## src/rtl/mem_port_arbiter.sv

```systemverilog
// rtl/mem_port_arbiter.sv - fetch/data arbiter in front of a single-ported fixed-latency memory
module mem_port_arbiter #(
    parameter int MEM_LATENCY = 2,
    parameter int CNT_W       = 4
) (
    input  logic        clk,
    input  logic        reset,
    input  logic        IReq,
    input  logic [31:0] IAddr,
    input  logic        IFlush,
    output logic [31:0] IRData,
    output logic        IValid,
    input  logic        DReq,
    input  logic        DWE,
    input  logic [31:0] DAddr,
    input  logic [31:0] DWData,
    input  logic [1:0]  DSize,
    input  logic        DSign,
    output logic [31:0] DRData,
    output logic        DValid,
    output logic [31:0] MemAddr,
    output logic [31:0] MemWData,
    output logic        MemWE,
    output logic [1:0]  MemSize,
    output logic        MemSign,
    input  logic [31:0] MemRData,
    output logic        StallIF,
    output logic        StallMEM
);

    typedef enum logic [1:0] {ST_IDLE, ST_IBUSY, ST_DBUSY} state_t;

    localparam logic [CNT_W-1:0] LP_CNT_INIT = CNT_W'(MEM_LATENCY - 1);
    localparam logic [CNT_W-1:0] LP_CNT_ONE  = CNT_W'(1);
    localparam logic [1:0]       LP_SIZE_WORD = 2'b10;

    state_t           r_state;
    state_t           w_next;
    logic [CNT_W-1:0] r_cnt;
    logic             r_last_d;
    logic             r_flush_pend;
    logic             r_first;
    logic [31:0]      r_addr;
    logic [31:0]      r_wdata;
    logic             r_we;
    logic [1:0]       r_size;
    logic             r_sign;
    logic [31:0]      r_irdata;
    logic [31:0]      r_drdata;
    logic             r_ivalid;
    logic             r_dvalid;

    logic w_d_elig;
    logic w_i_elig;
    logic w_grant_d;
    logic w_grant_i;
    logic w_busy;
    logic w_done;

    // A side whose valid is high this cycle is completing, so it must not be re-accepted.
    assign w_d_elig  = DReq & ~r_dvalid;
    assign w_i_elig  = IReq & ~r_ivalid & ~IFlush;
    assign w_grant_d = w_d_elig & (~w_i_elig | ~r_last_d);
    assign w_grant_i = w_i_elig & (~w_d_elig |  r_last_d);
    assign w_busy    = (r_state != ST_IDLE);
    assign w_done    = w_busy && (r_cnt == '0);

    always_ff @(posedge clk or posedge reset) begin
        if (reset) begin
            r_state <= ST_IDLE;
        end else begin
            r_state <= w_next;
        end
    end

    always_comb begin
        w_next = r_state;
        case (r_state)
            ST_IDLE: begin
                if (w_grant_d) begin
                    w_next = ST_DBUSY;
                end else if (w_grant_i) begin
                    w_next = ST_IBUSY;
                end
            end
            ST_IBUSY, ST_DBUSY: begin
                if (w_done) begin
                    w_next = ST_IDLE;
                end
            end
            default: w_next = ST_IDLE;
        endcase
    end

    always_ff @(posedge clk or posedge reset) begin
        if (reset) begin
            r_cnt        <= '0;
            r_last_d     <= 1'b0;
            r_flush_pend <= 1'b0;
            r_first      <= 1'b0;
            r_addr       <= '0;
            r_wdata      <= '0;
            r_we         <= 1'b0;
            r_size       <= '0;
            r_sign       <= 1'b0;
            r_irdata     <= '0;
            r_drdata     <= '0;
            r_ivalid     <= 1'b0;
            r_dvalid     <= 1'b0;
        end else begin
            r_ivalid <= 1'b0;
            r_dvalid <= 1'b0;
            r_first  <= 1'b0;
            if (r_state == ST_IDLE) begin
                if (w_grant_d) begin
                    r_addr   <= DAddr;
                    r_wdata  <= DWData;
                    r_we     <= DWE;
                    r_size   <= DSize;
                    r_sign   <= DSign;
                    r_cnt    <= LP_CNT_INIT;
                    r_last_d <= 1'b1;
                    r_first  <= 1'b1;
                end else if (w_grant_i) begin
                    r_addr   <= IAddr;
                    r_wdata  <= '0;
                    r_we     <= 1'b0;
                    r_size   <= LP_SIZE_WORD;
                    r_sign   <= 1'b0;
                    r_cnt    <= LP_CNT_INIT;
                    r_last_d <= 1'b0;
                    r_first  <= 1'b1;
                end
            end else if (w_done) begin
                // A flush seen in the final busy cycle also discards the fetch.
                if (r_state == ST_IBUSY) begin
                    if (!(r_flush_pend | IFlush)) begin
                        r_irdata <= MemRData;
                        r_ivalid <= 1'b1;
                    end
                end else begin
                    r_drdata <= MemRData;
                    r_dvalid <= 1'b1;
                end
                r_flush_pend <= 1'b0;
            end else begin
                r_cnt <= r_cnt - LP_CNT_ONE;
                if ((r_state == ST_IBUSY) && IFlush) begin
                    r_flush_pend <= 1'b1;
                end
            end
        end
    end

    assign MemAddr  = w_busy ? r_addr  : '0;
    assign MemWData = w_busy ? r_wdata : '0;
    assign MemSize  = w_busy ? r_size  : '0;
    assign MemSign  = w_busy & r_sign;
    assign MemWE    = (r_state == ST_DBUSY) & r_we & r_first;

    assign IRData   = r_irdata;
    assign IValid   = r_ivalid;
    assign DRData   = r_drdata;
    assign DValid   = r_dvalid;
    assign StallIF  = IReq & ~r_ivalid;
    assign StallMEM = DReq & ~r_dvalid;

endmodule

```

## config.mk

```make
export PLATFORM = sky130hd
export DESIGN_NAME = mem_port_arbiter
export DESIGN_NICKNAME = d
export VERILOG_FILES = /design/src/rtl/mem_port_arbiter.sv
export SDC_FILE = /design/constraint.sdc
export NUM_CORES = 1
export LEC_CHECK = 0
export CELL_PAD_IN_SITES_DETAIL_PLACEMENT = 0
export CELL_PAD_IN_SITES_GLOBAL_PLACEMENT = 1
export CORE_ASPECT_RATIO = 1.1
export CORE_MARGIN = 5
export CORE_UTILIZATION = 33
export DETAILED_ROUTE_END_ITERATION = 7
export HOLD_SLACK_MARGIN = 0.03
export PLACE_DENSITY = 0.91
export SLEW_MARGIN = 20
export SYNTH_ARGS = -nofsm -noshare
export SYNTH_HDL_FRONTEND = slang
export SYNTH_SLANG_ARGS = --single-unit
```

## constraint.sdc

```tcl
create_clock -name clk -period 5.25 [get_ports clk]
set_input_delay 0.525 -clock clk [delete_from_list [all_inputs] [get_ports clk]]
set_output_delay 0.525 -clock clk [all_outputs]
set_load 0.05 [all_outputs]
```

==> Word-level counts from Yosys, hierarchy flattened <==
Cells that the tools add are included.
Widths: inputs -> output; s select.
{ "totals": {"ff_bits": 143, "wordCells": 87, "input_bits": 137, "output_inout_bits": 136} }
{ "classes": {"add_sub_neg": 1, "n_reduce_logical": 14, "n_bitwise": 20, "eq_ne": 5, "mux": 33} }
{ "ops": {"columns": ["cell", "count"], "rows": [
  ["$mux 32", 6],
  ["$mux 1", 16],
  ["$mux 4", 4],
  ["$mux 2", 6],
  ["$not 1->1", 9],
  ["$and 1x1->1", 8],
  ["$reduce_and 2->1", 4],
  ["$reduce_bool 2->1", 3],
  ["$logic_not 4->1", 1],
  ["$pmux 2 s2", 1],
  ["$reduce_and 4->1", 1],
  ["$sub 4x1->4 const B", 1],
  ["$ne 3x3->1 const B", 1],
  ["$or 1x1->1", 3],
  ["$reduce_and 3->1", 1],
  ["$eq 2x1->1 const B", 1],
  ["$eq 2x2->1 const B", 1],
  ["$logic_and 1x1->1", 2],
  ["$logic_not 2->1", 1],
  ["$ne 2x1->1 const B", 1],
  ["$ne 2x2->1 const B", 1],
  ["$reduce_or 2->1", 1]
]} }

==> Logic depth before layout (Yosys ltp) <==
{ "logic_depth": {"depth_word": 8, "depth_mapped": 7, "depth_no_buf": 6} }

==> Worst setup path before layout <==
Ideal clock, no wire load.
{ "synth_timing": {"path_kind": "register to output", "from": "register r_state[0]", "to": "output MemAddr[10]", "arrival_ps": 1730, "required_time_ps": 4725, "stages_incl_launch_ff": 6, "n_path_buf": 2, "slack_ps": 2995, "path_cell_list": "dfrtp_1 -> inv_1 -> ha_1 -> buf_2 -> clkbuf_1 -> nor2b_1"} }
{ "synth_between": {"elab_chain_len": 2} }
{ "synth_rtl": {"columns": ["item", "line", "text"], "rows": [
  ["start, declared", "37", "state_t r_state;"],
  ["start signal, assigned", "72", "r_state <= w_next;"],
  ["$reduce_bool 2->1", "65", "assign w_busy = (r_state != ST_IDLE);"],
  ["$mux 32", "155", "assign MemAddr = w_busy ? r_addr : '0;"],
  ["end, declared", "21", "output logic [31:0] MemAddr,"]
]} }
No other way between the ends.

==> Worst setup path after layout <==
{ "layout_timing": {"from": "register r_state[0]", "to": "output MemWData[22]"} }
{ "layout_between": {"elab_chain_len": 2} }
{ "layout_rtl": {"columns": ["item", "line", "text"], "rows": [
  ["$reduce_bool 2->1", "65", null],
  ["$mux 32", "156", "assign MemWData = w_busy ? r_wdata : '0;"],
  ["end, declared", "22", "output logic [31:0] MemWData,"]
]} }
No other way between the ends.

==> impl_metrics.ini <==
[pwr]
swShare = 0.4548
pwr-share-seq = 0.268
power_density_nw_per_um2 = 712.4
power_leakage_uw = 0.004245
power.switching_uw = 3170
combinationalPowerShare = 0.559
p_int_uw = 3799
p_clk_frac = 0.173
power_uw = 6969
vdd_drop_max_mv = 0.3769

[sta]
hold_viol = 0
period_share = 0.6574
drv_slew = 0
tightest_slew_ns = 0.9602
tns_ns = 0
finClkSkew_ns = 0.01175
fmax_mhz = 289.7
slew_headroom = 0.3591
rsz0062_at_grt = false
fin_crit_ns = 3.451
setup_slack_ns = 1.799
finalSetupViolCount = 0

[logic_synthesis]
synth_warnings = 0
ys_types = 31
syn-num-nets = 628
synthesis.area_um2 = 6300
ys_seq_area_frac = 0.5680
yosys_register_bits = 143
postSynthCellCount = 486
avgSynthCellArea_um2 = 12.96

[clocking]
tritoncts = yes
cts_buffer_depth = 2
cts.reportedPaths.clkPinSlew_ns = 0.06
cts_htree_levels = 4
cts_sinks = 143
cts_hold_buf = 0
numCtsBuffers = 17
cts_resized = 0
clkLatencyLatePin_ns = 0.42
cts_setup_buffers = 0
root_buffer = clkbuf_16

[grt]
grt_overflow = 0
grt_max_degree = 101
grt_pass1_wl_um = 26430
grt_usage = 0.1529
grt_antenna_before_repair = 1
grt_pass1_vias = 4975

[floorplanning]
rows = 53
initial_utilization = 0.3322
fp.dieH_um = 154.9
pin_count = 273
die_x_um = 141.7
coreArea_um2 = 18970
dieArea_um2 = 21960

[placement]
placement.cell_area_um2 = 9184
preCtsSetupSlack_ns = 2.188
place.gp.congestion = 0.7451
io_buffers = 272
dp.final_hpwl_um = 12140

[drt]
initialDrtViolationCount = 125
via_per_inst = 4.636
first_pass_iters = 4
drt_wl_total_um = 16980
vias = 4682
avgRoutedWirePerCell_um = 16.81
drc = 0
ant_nets = 0

[worst_setup_path]
crit_chain = inv_1 > ha_2 > buf_4 > nor2b_1 > clkdlybuf4s50_1
worst-path-max-fanout = 48
required_ns = 4.72
cp.arrival_ns = 2.93
cp.depth = 5
critPathTopFamily = buffers and inverters
crit_type = flop to primary output
endpoint_kind = primary output
crit_path_start_kind = flop
crit_slowest_cell = clkdlybuf4s50_1
critPathBufInv = 3
reg2reg_depth = 5
slowest_delay_ns = 0.72

[layout]
area_growth_pct = 55.27
final_area_um2 = 9782
drive_above_1_share = 0.1444
fin_util = 0.5158
nets = 891

[run]
maxCapViolCount = 0

[status]
status = finished, final reports clean

[min_path]
whs_path_depth = 2
hp-class = flop to flop
worst paths after layout:
check,startpoint,end,slack (ns)
worst max-delay path,r_state[0]$_DFFE_PP0P_,MemWData[22],1.80
worst min-delay path,r_addr[9]$_DFFE_PP0P_,r_addr[9]$_DFFE_PP0P_,0.47
worst max register to register,r_state[0]$_DFFE_PP0P_,IRData[26]$_DFFE_PP0P_,2.37
worst min register to register,r_addr[9]$_DFFE_PP0P_,r_addr[9]$_DFFE_PP0P_,0.47
max in group asynchronous,reset,r_addr[19]$_DFFE_PP0P_,3.48
min in group asynchronous,reset,IRData[1]$_DFFE_PP0P_,0.67
through the flow:
stage | hold WS, ns | std cells
6_report | 0.4696 | 1010
3_3_place_gp | 0.4557 | 977
3_5_place_dp | 0.4629 | 977
4_1_cts | 0.4764 | 1009
2_1_floorplan | 0.4422 | 486
5_1_grt | 0.4869 | 1010
worst reg2reg max path, stage by stage (launching register included):
cell	delay, ns
dfrtp_1	0.38
inv_1	0.08
ha_2	0.40
nor4b_4	0.48
nand3_2	0.82
mux2_2	0.61
cells by family after synthesis:
family	after synthesis	synth area share
DFF	143	0.5680
adders and majority gates	5	0.009930
muxes	97	0.1841
AOI/OAI and AO/OA	81	0.08918
and+or+nand+nor	118	0.1092
buffers and inverters	42	0.03952
cell usage in the layout, fill, tap and decap left out, types with 2 or more instances in the layout:
cell type	count
bufinv_16	2
clkinv_4	3
nand2_1	37
clkinvlp_4	4
o21ai_0	35
mux2i_1	33
or3_1	2
dfrtp_1	143
a22o_1	36
ha_1	4
nor2b_1	68
buf_4	5
mux2_4	29
mux2_2	35
nor2_1	3
inv_1	8
o31ai_1	3
clkdlybuf4s50_1	272
inv_6	5
clkbuf_16	17
Yosys cell counts:
library cell / number / share of area
a21boi_1: 1 / 0.0012
o22a_1: 1 / 0.0014
nor3b_2: 1 / 0.0020
o211ai_1: 1 / 0.0012
a22o_1: 36 / 0.050
clkbuf_1: 10 / 0.0060
buf_2: 13 / 0.010
nand2_1: 37 / 0.022
ha_1: 5 / 0.0099
nor2b_1: 68 / 0.068
nor4b_4: 1 / 0.0038
o31ai_1: 3 / 0.0036
or3_1: 2 / 0.0020
mux2i_1: 33 / 0.052
nand3_2: 1 / 0.0016
dfrtp_1: 143 / 0.57
inv_1: 9 / 0.0054
a21oi_1: 1 / 0.00079
a31oi_1: 1 / 0.00099
or4b_4: 1 / 0.0022
o41ai_1: 1 / 0.0014
nor2_8: 1 / 0.0032
mux2_4: 29 / 0.069
nor2_1: 3 / 0.0018
buf_12: 3 / 0.0095
and2b_1: 1 / 0.0012
and3_1: 1 / 0.00099
and2_1: 1 / 0.00099
buf_4: 7 / 0.0083
mux2_2: 35 / 0.063
o21ai_0: 36 / 0.029
final cells by class:
| type | instances | area (µm²) |
|---|---|---|
| multi-input combinational | 301 | 2497 |
| fill | 1704 | 9184 |
| clock inverter | 14 | 156.4 |
| clock buffer | 18 | 439.2 |
| inverter | 9 | 38.79 |
| timing repair buffer | 277 | 2760 |
| tap | 247 | 309.0 |
| antenna | 1 | 2.502 |
| sequential | 143 | 3578 |
power groups by stage:
| stage | clock network [µW] | registers [µW] | logic [µW] |
|---|---|---|---|
| global route | 1290 | 1930 | 4100 |
| finish | 1210 | 1870 | 3890 |
| floorplan | 0 | 2660 | 1920 |
| detailed placement | 0 | 1880 | 3940 |
| CTS | 1240 | 1870 | 3940 |
| global placement | 0 | 1870 | 3890 |
per-layer routing:
layer | track usage | wire (µm)
met2 | 0.2531 | 8400
met1 | 0.1766 | 6583
met5 | 0 | 0
met4 | 0.05941 | 457
met3 | 0.06302 | 1535
registers in the layout, indices dropped and copies added (netlist names):
name / count
IRData: 32
r_wdata: 32
DRData: 32
DValid: 1
r_cnt: 4
r_state: 2
r_flush_pend: 1
r_addr: 32
r_we: 1
r_first: 1
r_last_d: 1
IValid: 1
r_sign: 1
r_size: 2
Note: power is estimated with default switching activity, not from simulation.
